## src/rtl/seq_pattern_tx.sv

```systemverilog
// seq_pattern_tx: bit-serial pattern transmitter.
//
// Sends a WIDTH-bit pattern MSB-first, one bit per clock, repeated `count`
// times. GAP idle cycles are inserted between repetitions. The pattern and
// count are captured when start is accepted, so later changes on those inputs
// do not affect a transfer that is already running.
//
// Ports:
//   clk     - rising-edge clock
//   rst     - asynchronous active-high reset; returns to idle immediately
//   start   - transfer request, sampled only while idle
//   abort   - synchronous cancel, honoured in any non-idle state
//   pattern - pattern to send, latched when start is accepted
//   count   - number of repetitions, latched with pattern; 0 is ignored
//   out     - serial data bit (0 when not shifting)
//   valid   - out carries a pattern bit
//   busy    - transfer in progress (shift or gap)
//   done    - one-cycle pulse after the last bit of the last repetition
module seq_pattern_tx #(
  parameter int unsigned WIDTH = 4,
  parameter int unsigned GAP   = 0,
  parameter int unsigned CNT_W = 8
) (
  input  logic             clk,
  input  logic             rst,
  input  logic             start,
  input  logic             abort,
  input  logic [WIDTH-1:0] pattern,
  input  logic [CNT_W-1:0] count,
  output logic             out,
  output logic             valid,
  output logic             busy,
  output logic             done
);

  // Counter widths: the bit counter holds WIDTH-1 and the gap counter holds GAP-1.
  localparam int unsigned BW = (WIDTH > 2) ? $clog2(WIDTH) : 1;
  localparam int unsigned GW = (GAP > 1) ? $clog2(GAP + 1) : 1;

  localparam logic [BW-1:0]    BitLoad = BW'(WIDTH - 1);
  localparam logic [GW-1:0]    GapLoad = (GAP > 0) ? GW'(GAP - 1) : '0;
  localparam logic [BW-1:0]    BitOne  = BW'(1);
  localparam logic [GW-1:0]    GapOne  = GW'(1);
  localparam logic [CNT_W-1:0] RepOne  = CNT_W'(1);

  typedef enum logic [1:0] {StIdle, StShift, StGap, StDone} state_t;

  state_t           state_q;
  logic [WIDTH-1:0] shreg_q;
  logic [WIDTH-1:0] pat_q;
  logic [BW-1:0]    bit_q;
  logic [GW-1:0]    gap_q;
  logic [CNT_W-1:0] rep_q;

  always_ff @(posedge clk or posedge rst) begin
    if (rst) begin
      state_q <= StIdle;
      shreg_q <= '0;
      pat_q   <= '0;
      bit_q   <= '0;
      gap_q   <= '0;
      rep_q   <= '0;
    end else begin
      unique case (state_q)
        StIdle: begin
          // abort while idle drops a simultaneous start.
          if (start && !abort && (count != '0)) begin
            pat_q   <= pattern;
            shreg_q <= pattern;
            rep_q   <= count;
            bit_q   <= BitLoad;
            state_q <= StShift;
          end
        end

        StShift: begin
          if (abort) begin
            state_q <= StIdle;
          end else if (bit_q == '0) begin
            if (rep_q == RepOne) begin
              state_q <= StDone;
            end else begin
              rep_q <= rep_q - RepOne;
              if (GAP > 0) begin
                gap_q   <= GapLoad;
                state_q <= StGap;
              end else begin
                // Reload from the latched copy for back-to-back repetitions.
                shreg_q <= pat_q;
                bit_q   <= BitLoad;
              end
            end
          end else begin
            shreg_q <= {shreg_q[WIDTH-2:0], 1'b0};
            bit_q   <= bit_q - BitOne;
          end
        end

        StGap: begin
          if (abort) begin
            state_q <= StIdle;
          end else if (gap_q == '0) begin
            shreg_q <= pat_q;
            bit_q   <= BitLoad;
            state_q <= StShift;
          end else begin
            gap_q <= gap_q - GapOne;
          end
        end

        StDone: begin
          state_q <= StIdle;
        end

        default: begin
          state_q <= StIdle;
        end
      endcase
    end
  end

  // Outputs depend only on registered state and the shift register.
  assign out   = (state_q == StShift) && shreg_q[WIDTH-1];
  assign valid = (state_q == StShift);
  assign busy  = (state_q == StShift) || (state_q == StGap);
  assign done  = (state_q == StDone);

endmodule
```

## config.mk

```make
export PLATFORM = sky130hd
export DESIGN_NAME = seq_pattern_tx
export DESIGN_NICKNAME = d
export VERILOG_FILES = /design/src/rtl/seq_pattern_tx.sv
export SDC_FILE = /design/constraint.sdc
export NUM_CORES = 1
export LEC_CHECK = 0
export CAP_MARGIN = 0
export CORE_ASPECT_RATIO = 0.7
export CORE_MARGIN = 1.5
export CORE_UTILIZATION = 50
export CTS_BUF_LIST = sky130_fd_sc_hd__clkbuf_4
export DETAILED_ROUTE_END_ITERATION = 16
export GPL_TIMING_DRIVEN = 1
export PLACE_DENSITY = 0.77
export SLEW_MARGIN = 20
export SYNTH_ARGS = -nofsm -noshare
export SYNTH_HDL_FRONTEND = slang
export SYNTH_SLANG_ARGS = --single-unit
export TNS_END_PERCENT = 5
```

## constraint.sdc

```tcl
create_clock -name clk -period 2 [get_ports clk]
set_input_delay 0.4 -clock clk [delete_from_list [all_inputs] [get_ports clk]]
set_output_delay 0.4 -clock clk [all_outputs]
set_load 0.02 [all_outputs]
```

# --- Word-level counts from Yosys, hierarchy flattened ---
# Index checks and enable logic that the tools add are counted.
totals:
  register_bits: 21
  latchBits: 0
  mem_bits_rw: 0
  rom_bits: 0
  in_bits: 16
  out_inout_bits: 4
  elab_cells: 66
  mem_count: 0
classes:
  addsub: 3
  multipliers: 0
  div: 0
  magnitude_cmp: 0
  eq_ne: 14
  shifts: 0
  muxes: 27
  bitwise: 1
  n_reduce_logical: 15
ops:
  columns: ["operator", "n"]
  rows:
  - ["two-way mux 8 bit", 4]
  - ["two-way mux 2 bit", 12]
  - ["two-way mux 4 bit", 6]
  - ["one-hot mux 8 bit (2 select lines)", 1]
  - ["one-hot mux 4 bit (3 select lines)", 1]
  - ["inequality test 2 bit (second input constant)", 5]
  - ["equality test 8 x 1 -> 1 bit (second input constant)", 1]
  - ["one-hot mux 2 bit (4 select lines)", 1]
  - ["nonzero test 8 bit", 1]
  - ["subtractor 8 x 1 -> 8 bit (second input constant)", 1]
  - ["inequality test 3 x 2 -> 1 bit (second input constant)", 2]
  - ["inequality test 3 bit (second input constant)", 2]
  - ["one-hot mux 2 bit (3 select lines)", 1]
  - ["AND reduction 6 bit", 1]
  - ["AND reduction 5 bit", 1]
  - ["equality test 2 bit (second input constant)", 2]
  - ["logical NOT 2 bit", 2]
  - ["AND reduction 2 bit", 2]
  - ["AND reduction 4 bit", 1]
  - ["logical AND 1 bit", 3]
  - ["nonzero test 3 bit", 1]
  - ["equality test 2 x 1 -> 1 bit (second input constant)", 1]
  - ["inequality test 2 x 1 -> 1 bit (second input constant)", 1]
  - ["nonzero test 2 bit", 1]
  - ["other kinds (6)", 6]

# --- Longest topological paths before layout ---
# Gate-level depths: netlist of the first run.
logic_depth:
  depth_word: 5
  depth_mapped: 8
  depth_no_buf: 7

# --- Least setup slack after synthesis of the first run ---
# Ideal clock, no wire load.
synth_path:
  path_type: "register -> output"
  startpoint: "register state_q[1]"
  endpoint: "output port out"
  arrival_ns: 1.716
  t_required_ns: 1.600
  setup_slack_ns: -0.116
  stages_incl_launch_ff: 6
  n_path_buf: 2
  path_cell_list: "dfrtp_1 -> inv_1 -> ha_1 -> clkbuf_1 -> clkbuf_1 -> and2_1"
synth_via:
  elab_chain_cells: 2
synth_lines:
  columns: ["element", "line_no", "source"]
  rows:
  - ["start, declared", "48", "state_t state_q;"]
  - ["start signal, assigned", "57", "state_q <= StIdle;"]
  - ["start signal, assigned", "72", "state_q <= StShift;"]
  - ["start signal, assigned", "78", "state_q <= StIdle;"]
  - ["equality test 2 x 1 -> 1 bit", null, null]
  - ["via valid", "31", "output logic valid,"]
  - ["logical AND 1 bit", "123", "assign out = (state_q == StShift) && shreg_q[WIDTH-1];"]
  - ["end, declared", "30", "output logic out,"]
# The timed path passes the listed nets, and every way through them passes these cells.

# --- Worst setup path after layout of the first run ---
layout_path:
  startpoint: "register state_q[1]"
  endpoint: "output port out"
layout_via:
  elab_chain_cells: 2
layout_lines:
  columns: ["element", "line_no"]
  rows:
  - ["equality test 2 x 1 -> 1 bit", "123"]
  - ["logical AND 1 bit", "123"]
# Every way passes these cells.

==> results.cfg, run 1 <==
[floorplanning]
die_area_um2 = 2941
fp-row-count = 15
start_util_pct = 52.88
die_h_um = 45.83
core-area_um2 = 2477
num_io_pins = 20
die_w_um = 64.18

[grt]
grt_usage_pct = 23.97
grt_pass1_wl_mm = 5.306
grt_max_degree = 21
grt_pass1_vias = 1178
grt_overflow = 0
antenna_found_initial = 0

[clock_network]
cts-root-buf = clkbuf_4
clockBufferDepth = 2
cts_tree = done
clk_pin_slew_worst_paths_ns = 0.12
h-tree-depth = 1
cts_hold_buf = 0
postCtsSetupBuffers = 0
cts_sinks = 20
cts_resized = 6
cts_buffers = 3
insertion_delay_ns = 0.31

[critical_path]
setup.worst_path.end_class = output port
worstPathCellList = inv_1 -> ha_4 -> and2_1 -> clkdlybuf4s15_2
path_buf_inv = 2
crit_arrival_ns = 1.51
startpoint = state_q[1]
critPathLaunchType = flop
worstRegToRegCells = 6
required_ns = 1.60
worstSetupPathType = flop to output port
crit_family = flip-flops
worstPathMaxFanout = 7
cp_slowest_cell = dfrtp_1
cpPeakStageDelay_ns = 0.44
rr_startpoint = state_q[0]
rrSetupSlack_ns = 0.13
r2r-end = shreg_q[1]

[cells_and_area]
nFillCells = 203
fin_util_pct = 69.04
area_growth_pct = 30.56
final_nets = 204
diodes = 0
drive_gt1_share_pct = 21.23

[synthesis]
syn_nets = 167
ys_types = 38
synth-edff-count = 0
ys_warn_count = 0
syn-mean-instance-area_um2 = 9.161
synth-seq-area-share_pct = 38.20
async_flop_share_pct = 100.0
netlist_area_um2 = 1310
synthCells = 143
synthFlopType = dfrtp_1
ys_ff_latch = 20

[power_and_ir_drop]
ir_drop_uv = 655.1
power_frac_clock_pct = 9.5
total_leakage_power_nw = 0.7592
p_int_mw = 1.238
comb_power_share_pct = 55.0
seq_power_share_pct = 35.5
p_per_area_nw_per_um2 = 1275
p_sw_uw = 942.9
p_sw_share_pct = 43.24

[detailed_routing]
drc_errors = 0
viasPerCell = 5.732
first_pass_iters = 4
drtAntennaViolNets = 0
vias = 1221
avgRoutedWirePerCell_um = 14.95
wl_mm = 3.184
drtIter0Drc = 120

[worst_hold_path]
hold_path.class = input port to asynchronous set/reset pin

[flow_run]
maxCapViolCount = 0

[placement]
gp_congestion = 0.8903
portBuffers = 19
dp_hpwl_mm = 2.464

[sta]
rsz0062_at_grt = yes
report.final.slew_viol_count = 0
fin_crit_sh_pct = 95.40
relSlewSlack_pct = 76.16
hold_viol = 0
worst_clock_skew_ns = 0.008563
finalSetupViolCount = 0
tightestPinTransition_ns = 0.3546
fmax_mhz = 524.1
whs_ns = 0.3987
fin_crit_ns = 1.908

[run_status]
outcome = complete, no violations
power by group through the flow:
stage | sequential (mW) | clock [mW] | combinational [mW]
finish | 0.774 | 0.207 | 1.20
global route | 0.802 | 0.232 | 1.32
floorplan | 0.724 | 0 | 0.837
CTS | 0.759 | 0.215 | 1.18
detailed placement | 0.768 | 0 | 1.19
global placement | 0.755 | 0 | 1.14
flip-flops by register name, indices dropped and copies added (netlist names):
register and count:
rep_q 8, state_q 2, pat_q 4, bit_q 2, shreg_q 4
how the worst max path moves through the flow:
stage            endpoint  slack (ns)  cells after the start
5_1_grt        shreg_q[3]       -0.01                      6
3_5_place_dp     pat_q[2]       -0.24                      6
6_report              out        0.09                      4
3_3_place_gp     pat_q[3]       -0.17                      6
2_1_floorplan         out        0.06                      5
4_1_cts               out        0.04                      4
synthesized netlist by cell type (2+ instances only):
library cell,number,share of area [%]
nor4_1,2,0.95
a21oi_2,2,1.3
nand2b_1,4,1.9
nor2b_1,2,0.95
ha_1,8,7.6
o22a_1,5,3.3
inv_1,12,3.4
a31oi_1,2,0.95
a22oi_1,5,2.9
o22ai_1,3,1.4
o21ai_1,2,0.76
and2_1,2,0.95
nand3_1,4,1.5
clkbuf_1,2,0.57
o21ai_0,4,1.5
a41oi_1,2,1.3
nand2_1,8,2.3
nor3_1,4,1.5
a21oi_1,11,4.2
nor2_1,16,4.6
mux2_2,7,6.0
dfrtp_1,20,38
per-layer routing:
metal | vias to the layer above | GRT usage, % | wire, µm
li1 | 592 | - | -
met1 | 579 | 33.28 | 1464
met2 | 42 | 39.38 | 1469
met3 | 8 | 4.703 | 189
met4 | 0 | 5.532 | 60
met5 | - | 0 | 0
layout by cell type, fill, tap and decap left out, drive strengths merged, types with 3 or more instances in the layout:
master	count
buf	17
nand2	8
mux2	7
nand3	4
a21oi	13
nor3	4
a22oi	5
o22ai	3
o22a	5
clkbuf	3
nand2b	4
clkdlybuf4s50	15
dfrtp	20
inv	12
ha	8
nor4	3
nor2	16
a41oi	3
o21ai	7
per-stage QoR:
stage | setup TNS, ns | setup WS (ns) | cells | area, µm² | power, mW
after CTS | 0 | 0.03686 | 213 | 1685 | 2.156
after global placement | -2.000 | -0.1700 | 209 | 1654 | 1.897
after global routing | -0.03768 | -0.01111 | 213 | 1710 | 2.353
after floorplan | 0 | 0.05928 | 143 | 1314 | 1.561
final | 0 | 0.09196 | 213 | 1710 | 2.180
after detailed placement | -3.739 | -0.2398 | 209 | 1654 | 1.963
worst reg2reg max path, cell delays in order, from the launching register on:
cell and delay [ns]:
dfrtp_2 0.43, inv_1 0.10, ha_1 0.27, a21oi_1 0.14
o21ai_1 0.12, a41oi_2 0.33, mux2_2 0.38
cells by family (layout without fill, tap and decap cells):
logic type / Yosys count / after routing / share of synthesized area (%)
and+or+nand+nor: 47 / 47 / 18.53
AOI/OAI and AO/OA: 44 / 44 / 23.98
DFF: 20 / 20 / 38.20
buffers and inverters: 16 / 52 / 4.871
adders and majority gates: 8 / 8 / 7.641
muxes: 8 / 8 / 6.782
area by class of cell:
class                      instances  area (µm²)  area share [%]
multi-input combinational        107       775.7           45.35
tap                               34       42.54           2.487
inverter                          12       45.04           2.634
clock inverter                     1       3.754          0.2195
clock buffer                       3       22.52           1.317
timing repair buffer              36       319.1           18.65
sequential                        20       501.7           29.33
No activity file was read; power rests on OpenSTA's default activity.
==> run 2: changes to the inputs <==
Settings changed: PLACE_DENSITY 0.77 to 0.79.
==> run 2 against run 1 <==
  * Die area unchanged
  * Maximum frequency is 1.2% lower
  * Power decreased by 0.17%
  * Core utilization is 1.5 points lower
  * Critical path type unchanged
  * Critical endpoint is now done
  * Largest cell class unchanged
  * Highest routed layer unchanged
==> results.cfg, run 2 (synthesis results as in run 1) <==
[critical_path]
worstPathMaxFanout = 4
critPathLaunchType = flop
required_ns = 1.60
crit_arrival_ns = 1.53
cpPeakStageDelay_ns = 0.61
worstPathCellList = ha_1 -> clkdlybuf4s50_1
path_buf_inv = 1
cp_slowest_cell = clkdlybuf4s50_1
setup.worst_path.end_class = output port
crit_family = buffers and inverters
worstSetupPathType = flop to output port

[sta]
rsz0062_at_grt = no
report.final.slew_viol_count = 0
fin_crit_sh_pct = 96.59
worst_clock_skew_ns = 0.007948
relSlewSlack_pct = 72.19
fin_crit_ns = 1.932
hold_viol = 0
whs_ns = 0.2896
finalSetupViolCount = 0
fmax_mhz = 517.7
tightestPinTransition_ns = 0.4172

[floorplanning]
core-area_um2 = 2477
start_util_pct = 52.88
die_h_um = 45.83
die_area_um2 = 2941
fp-row-count = 15
num_io_pins = 20
die_w_um = 64.18

[cells_and_area]
final_area_um2 = 1673
final_cell_mix = dfrtp_1 (20), clkdlybuf4s50_1 (16), buf_4 (16)
reg_top3 = rep_q (8), pat_q (4), shreg_q (4)
drive_gt1_share_pct = 19.66
largest_reg_flops = 8
final_common_cell = dfrtp_1
area_growth_pct = 27.70
final_nets = 203
largest-register = rep_q
diodes = 0
final_cells = 212
fin_util_pct = 67.53

[detailed_routing]
wl_mm = 3.241
avgRoutedWirePerCell_um = 15.29
vias = 1240
viasPerCell = 5.849
drtAntennaViolNets = 0
drtIter0Drc = 110
first_pass_iters = 4
drc_errors = 0

[clock_network]
h-tree-depth = 1
cts_tree = done
cts-root-buf = clkbuf_4
cts_sinks = 20
insertion_delay_ns = 0.30
cts_buffers = 3
clk_pin_slew_worst_paths_ns = 0.11
clockBufferDepth = 2

[placement]
portBuffers = 19
gp_congestion = 0.8326
dp_hpwl_mm = 2.515
placed_area_um2 = 1647
dpl.cell_count = 208

[grt]
grt_pass1_vias = 1152
grt_max_degree = 16
antenna_found_initial = 0
grt_pass1_wl_mm = 5.147
grt_usage_pct = 23.36
grt_overflow = 0

[worst_hold_path]
hold_path.class = input port to asynchronous set/reset pin

[power_and_ir_drop]
seq_power_share_pct = 34.6
power_frac_clock_pct = 8.8
p_sw_uw = 945.5
p_sw_share_pct = 43.43
ir_drop_uv = 750.2
comb_power_share_pct = 56.6
p_int_mw = 1.231
total_leakage_power_nw = 0.7337
p_per_area_nw_per_um2 = 1301

[flow_run]
maxCapViolCount = 0

[run_status]
outcome = complete, no violations
-- run 2: cell types whose count changed in the layout (fill, tap and decap cells not counted), sizes merged --
cell / previous run / this run
buf: 17 / 16
clkbuf: 3 / 4
clkdlybuf4s15: 1 / 0
clkdlybuf4s50: 15 / 16
dlymetal6s2s: 1 / 0
-- run 2: final timing paths --
kind | startpoint | to | slack, ns | depth (start not counted)
setup / recovery | state_q[1] | done | 0.07 | 2
hold / removal | rst | rep_q[7] | 0.29 | 2
max in group asynchronous | rst | shreg_q[0] | 1.24 | 3
hold reg to reg | pat_q[0] | pat_q[0] | 0.50 | 2
min in group clk | pat_q[0] | pat_q[0] | 0.50 | 2
setup reg to reg | state_q[0] | shreg_q[1] | 0.09 | 6
-- run 2: layer usage --
layer	part of all wire (%)	global-route usage (%)	vias to the layer above	wire [µm]
met4	0.65	5.106	0	21
met2	46	39.38	47	1495
met1	46	31.74	597	1492
li1	-	-	592	-
met3	7.2	4.703	4	232
met5	0	0	-	0
-- run 2: repair_timing --
action                     in CTS  in global routing
gates resized for setup         3                  4
setup endpoints to repair       3                 13
buffers inserted                0                  0
hold buffers                    0                  0
-- run 2: final cells by class --
cell class	instances	area [µm²]
fill	200	804.5
multi-input combinational	107	755.7
sequential	20	500.5
timing repair buffer	35	302.8
inverter	12	45.04
tap	34	42.54
clock buffer	3	22.52
clock inverter	1	3.754
-- run 2: worst register-to-register path: cells and delay by family, from the launching register on --
kind            cells  cell delay [ns]
buf+inv             1             0.10
compound gates      3             0.62
mux                 1             0.40
fa+ha+maj           1             0.28
flops               1             0.40
-- run 2: power groups by stage --
stage / Clock (mW) / Sequential [mW] / Combinational (mW)
6_report: 0.191 / 0.753 / 1.23
5_1_grt: 0.219 / 0.781 / 1.35
4_1_cts: 0.198 / 0.745 / 1.22
3_5_place_dp: 0 / 0.752 / 1.23
3_3_place_gp: 0 / 0.745 / 1.17
2_1_floorplan: 0 / 0.724 / 0.837
-- run 2: per-stage QoR --
stage               setup TNS [ns]  worst slack [ns]  power [mW]
finish                           0           0.06823       2.177
global route                     0          0.006234       2.348
global placement            -1.853           -0.1381       1.919
detailed placement          -2.083           -0.1635       1.984
CTS                              0          0.007551       2.159
floorplan                        0           0.05928       1.561
==> run 3: changes to the inputs <==
Settings changed: CORE_UTILIZATION 50 to 35, PLACE_DENSITY 0.79 to 0.6.
==> run 3 against run 2 <==
  * Clock power increased by 6%
  * Worst hold slack improved by 0.11 ns
  * Sequential share of layout area down 1.0 points
  * Final cell count increased by 9.0%
  * Combinational power about the same
  * Die area rose by 40%
  * Largest cell class unchanged
  * Clock skew increased by 0.0054 ns
  * Critical endpoint is now out
==> results.cfg, run 3 (synthesis results as in run 1) <==
[run_status]
outcome = complete, no violations

[sta]
finalSetupViolCount = 0
report.final.slew_viol_count = 0
hold_viol = 0
whs_ns = 0.3998
rsz0062_at_grt = yes
tightestPinTransition_ns = 0.3743
fin_crit_sh_pct = 97.30
fin_crit_ns = 1.946
worst_clock_skew_ns = 0.01335
fin_ws_ns = 0.05397
relSlewSlack_pct = 75.05
fmax_mhz = 513.9

[clock_network]
cts_tree = done
clockBufferDepth = 2
insertion_delay_ns = 0.31
cts_buffers = 3
cts-root-buf = clkbuf_4
cts_sinks = 20
clk_pin_slew_worst_paths_ns = 0.12
h-tree-depth = 1

[cells_and_area]
drive_gt1_share_pct = 19.89
final_nets = 206
final_area_um2 = 1730
final_cell_mix = dfrtp_1 (20), buf_4 (19), nor2_1 (16)
largest-register = rep_q
final_common_cell = dfrtp_1
reg_top3 = rep_q (8), pat_q (4), shreg_q (4)
area_growth_pct = 32.09
diodes = 0
largest_reg_flops = 8
final_cells = 231

[critical_path]
rrSetupSlack_ns = 0.10
setup.worst_path.end_class = output port
critPathLaunchType = flop
cp_slowest_cell = dfrtp_1
cpPeakStageDelay_ns = 0.45
worstSetupPathType = flop to output port
crit_arrival_ns = 1.55
worstPathCellList = inv_1 -> ha_4 -> and2_1 -> clkdlybuf4s15_1
worstPathMaxFanout = 7
required_ns = 1.60

[grt]
grt_max_degree = 21
grt_usage_pct = 17.57
grt_pass1_wl_mm = 5.609
antenna_found_initial = 0
grt_overflow = 0
grt_pass1_vias = 1154

[placement]
portBuffers = 19
dp_hpwl_mm = 2.632
placed_area_um2 = 1689
dpl.cell_count = 227
dp_slack_ns = -0.1623
gp_congestion = 0.8247

[floorplanning]
core-area_um2 = 3558
num_io_pins = 20
fp-row-count = 18
die_w_um = 76.12
die_area_um2 = 4125
start_util_pct = 36.81
die_h_um = 54.19

[power_and_ir_drop]
p_per_area_nw_per_um2 = 1275
total_leakage_power_nw = 0.7684
ir_drop_uv = 535.7
design_power_total_mw = 2.206

[flow_run]
maxCapViolCount = 0

[detailed_routing]
drtAntennaViolNets = 0
avgRoutedWirePerCell_um = 14.81
first_pass_iters = 4
wl_mm = 3.421
drc_errors = 0
vias = 1231
viasPerCell = 5.329
drtIter0Drc = 93

[worst_hold_path]
hold_path.class = input port to asynchronous set/reset pin
## run 3: changes by cell type in the layout (fill, tap and decap cells not counted), sizes merged
cell,previous run,this run
dlymetal6s2s,0,1
clkdlybuf4s50,16,15
clkdlybuf4s15,0,1
clkbuf,4,3
buf,16,19
## run 3: layout make-up
class,instances,area (µm²)
Fill cell,357,1828
Multi-Input combinational cell,107,763.2
Sequential cell,20,500.5
Timing Repair Buffer,38,332.8
Tap cell,50,62.56
Inverter,12,45.04
Clock buffer,3,22.52
Clock inverter,1,3.754
## run 3: through the flow
stage                     setup TNS [ns]  util [%]
final                                  0     48.63
after global routing            -0.05891     48.63
after CTS                              0     48.38
after detailed placement          -1.669     47.47
after global placement            -1.722     47.47
after floorplan                        0         -
## run 3: critical path: cells and delay by family (launching register included)
family / cells / cell delay (ns)
adders and majority gates: 1 / 0.20
DFF: 1 / 0.45
buffers and inverters: 2 / 0.45
and+or+nand+nor: 1 / 0.14
## run 3: worst paths after layout
check,startpoint,endpoint,cells after the start
worst max-delay path,state_q[1],out,4
worst min-delay path,rst,pat_q[1],3
worst min register to register,pat_q[0],pat_q[0],2
max in group asynchronous,rst,rep_q[1],3
min in group clk,pat_q[0],pat_q[0],2
worst max register to register,state_q[0],shreg_q[0],6
## run 3: report_power, final
group          total [mW]  internal, mW  switching [mW]  leakage, nW
clock               0.202        0.0729           0.129       0.0154
sequential          0.775         0.591           0.184        0.239
combinational        1.23         0.584           0.645        0.514
total                2.21          1.25           0.958        0.768
## run 3: per-layer routing
metal	global-route usage (%)	vias up	part of all wire [%]
met5	0	-	0
met4	2.778	0	0
met3	3.898	0	6.0
met2	27.78	44	44
met1	25.18	594	50
li1	-	593	-
## run 3: timing repair
| action | in CTS | in global routing |
|---|---|---|
| gates cloned | 0 | 0 |
| hold buffers | 0 | 0 |
| buffers inserted | 0 | 0 |
| gates resized for setup | 4 | 3 |
| endpoints found under the setup margin | 3 | 12 |
| endpoints found under the hold margin | 0 | 0 |
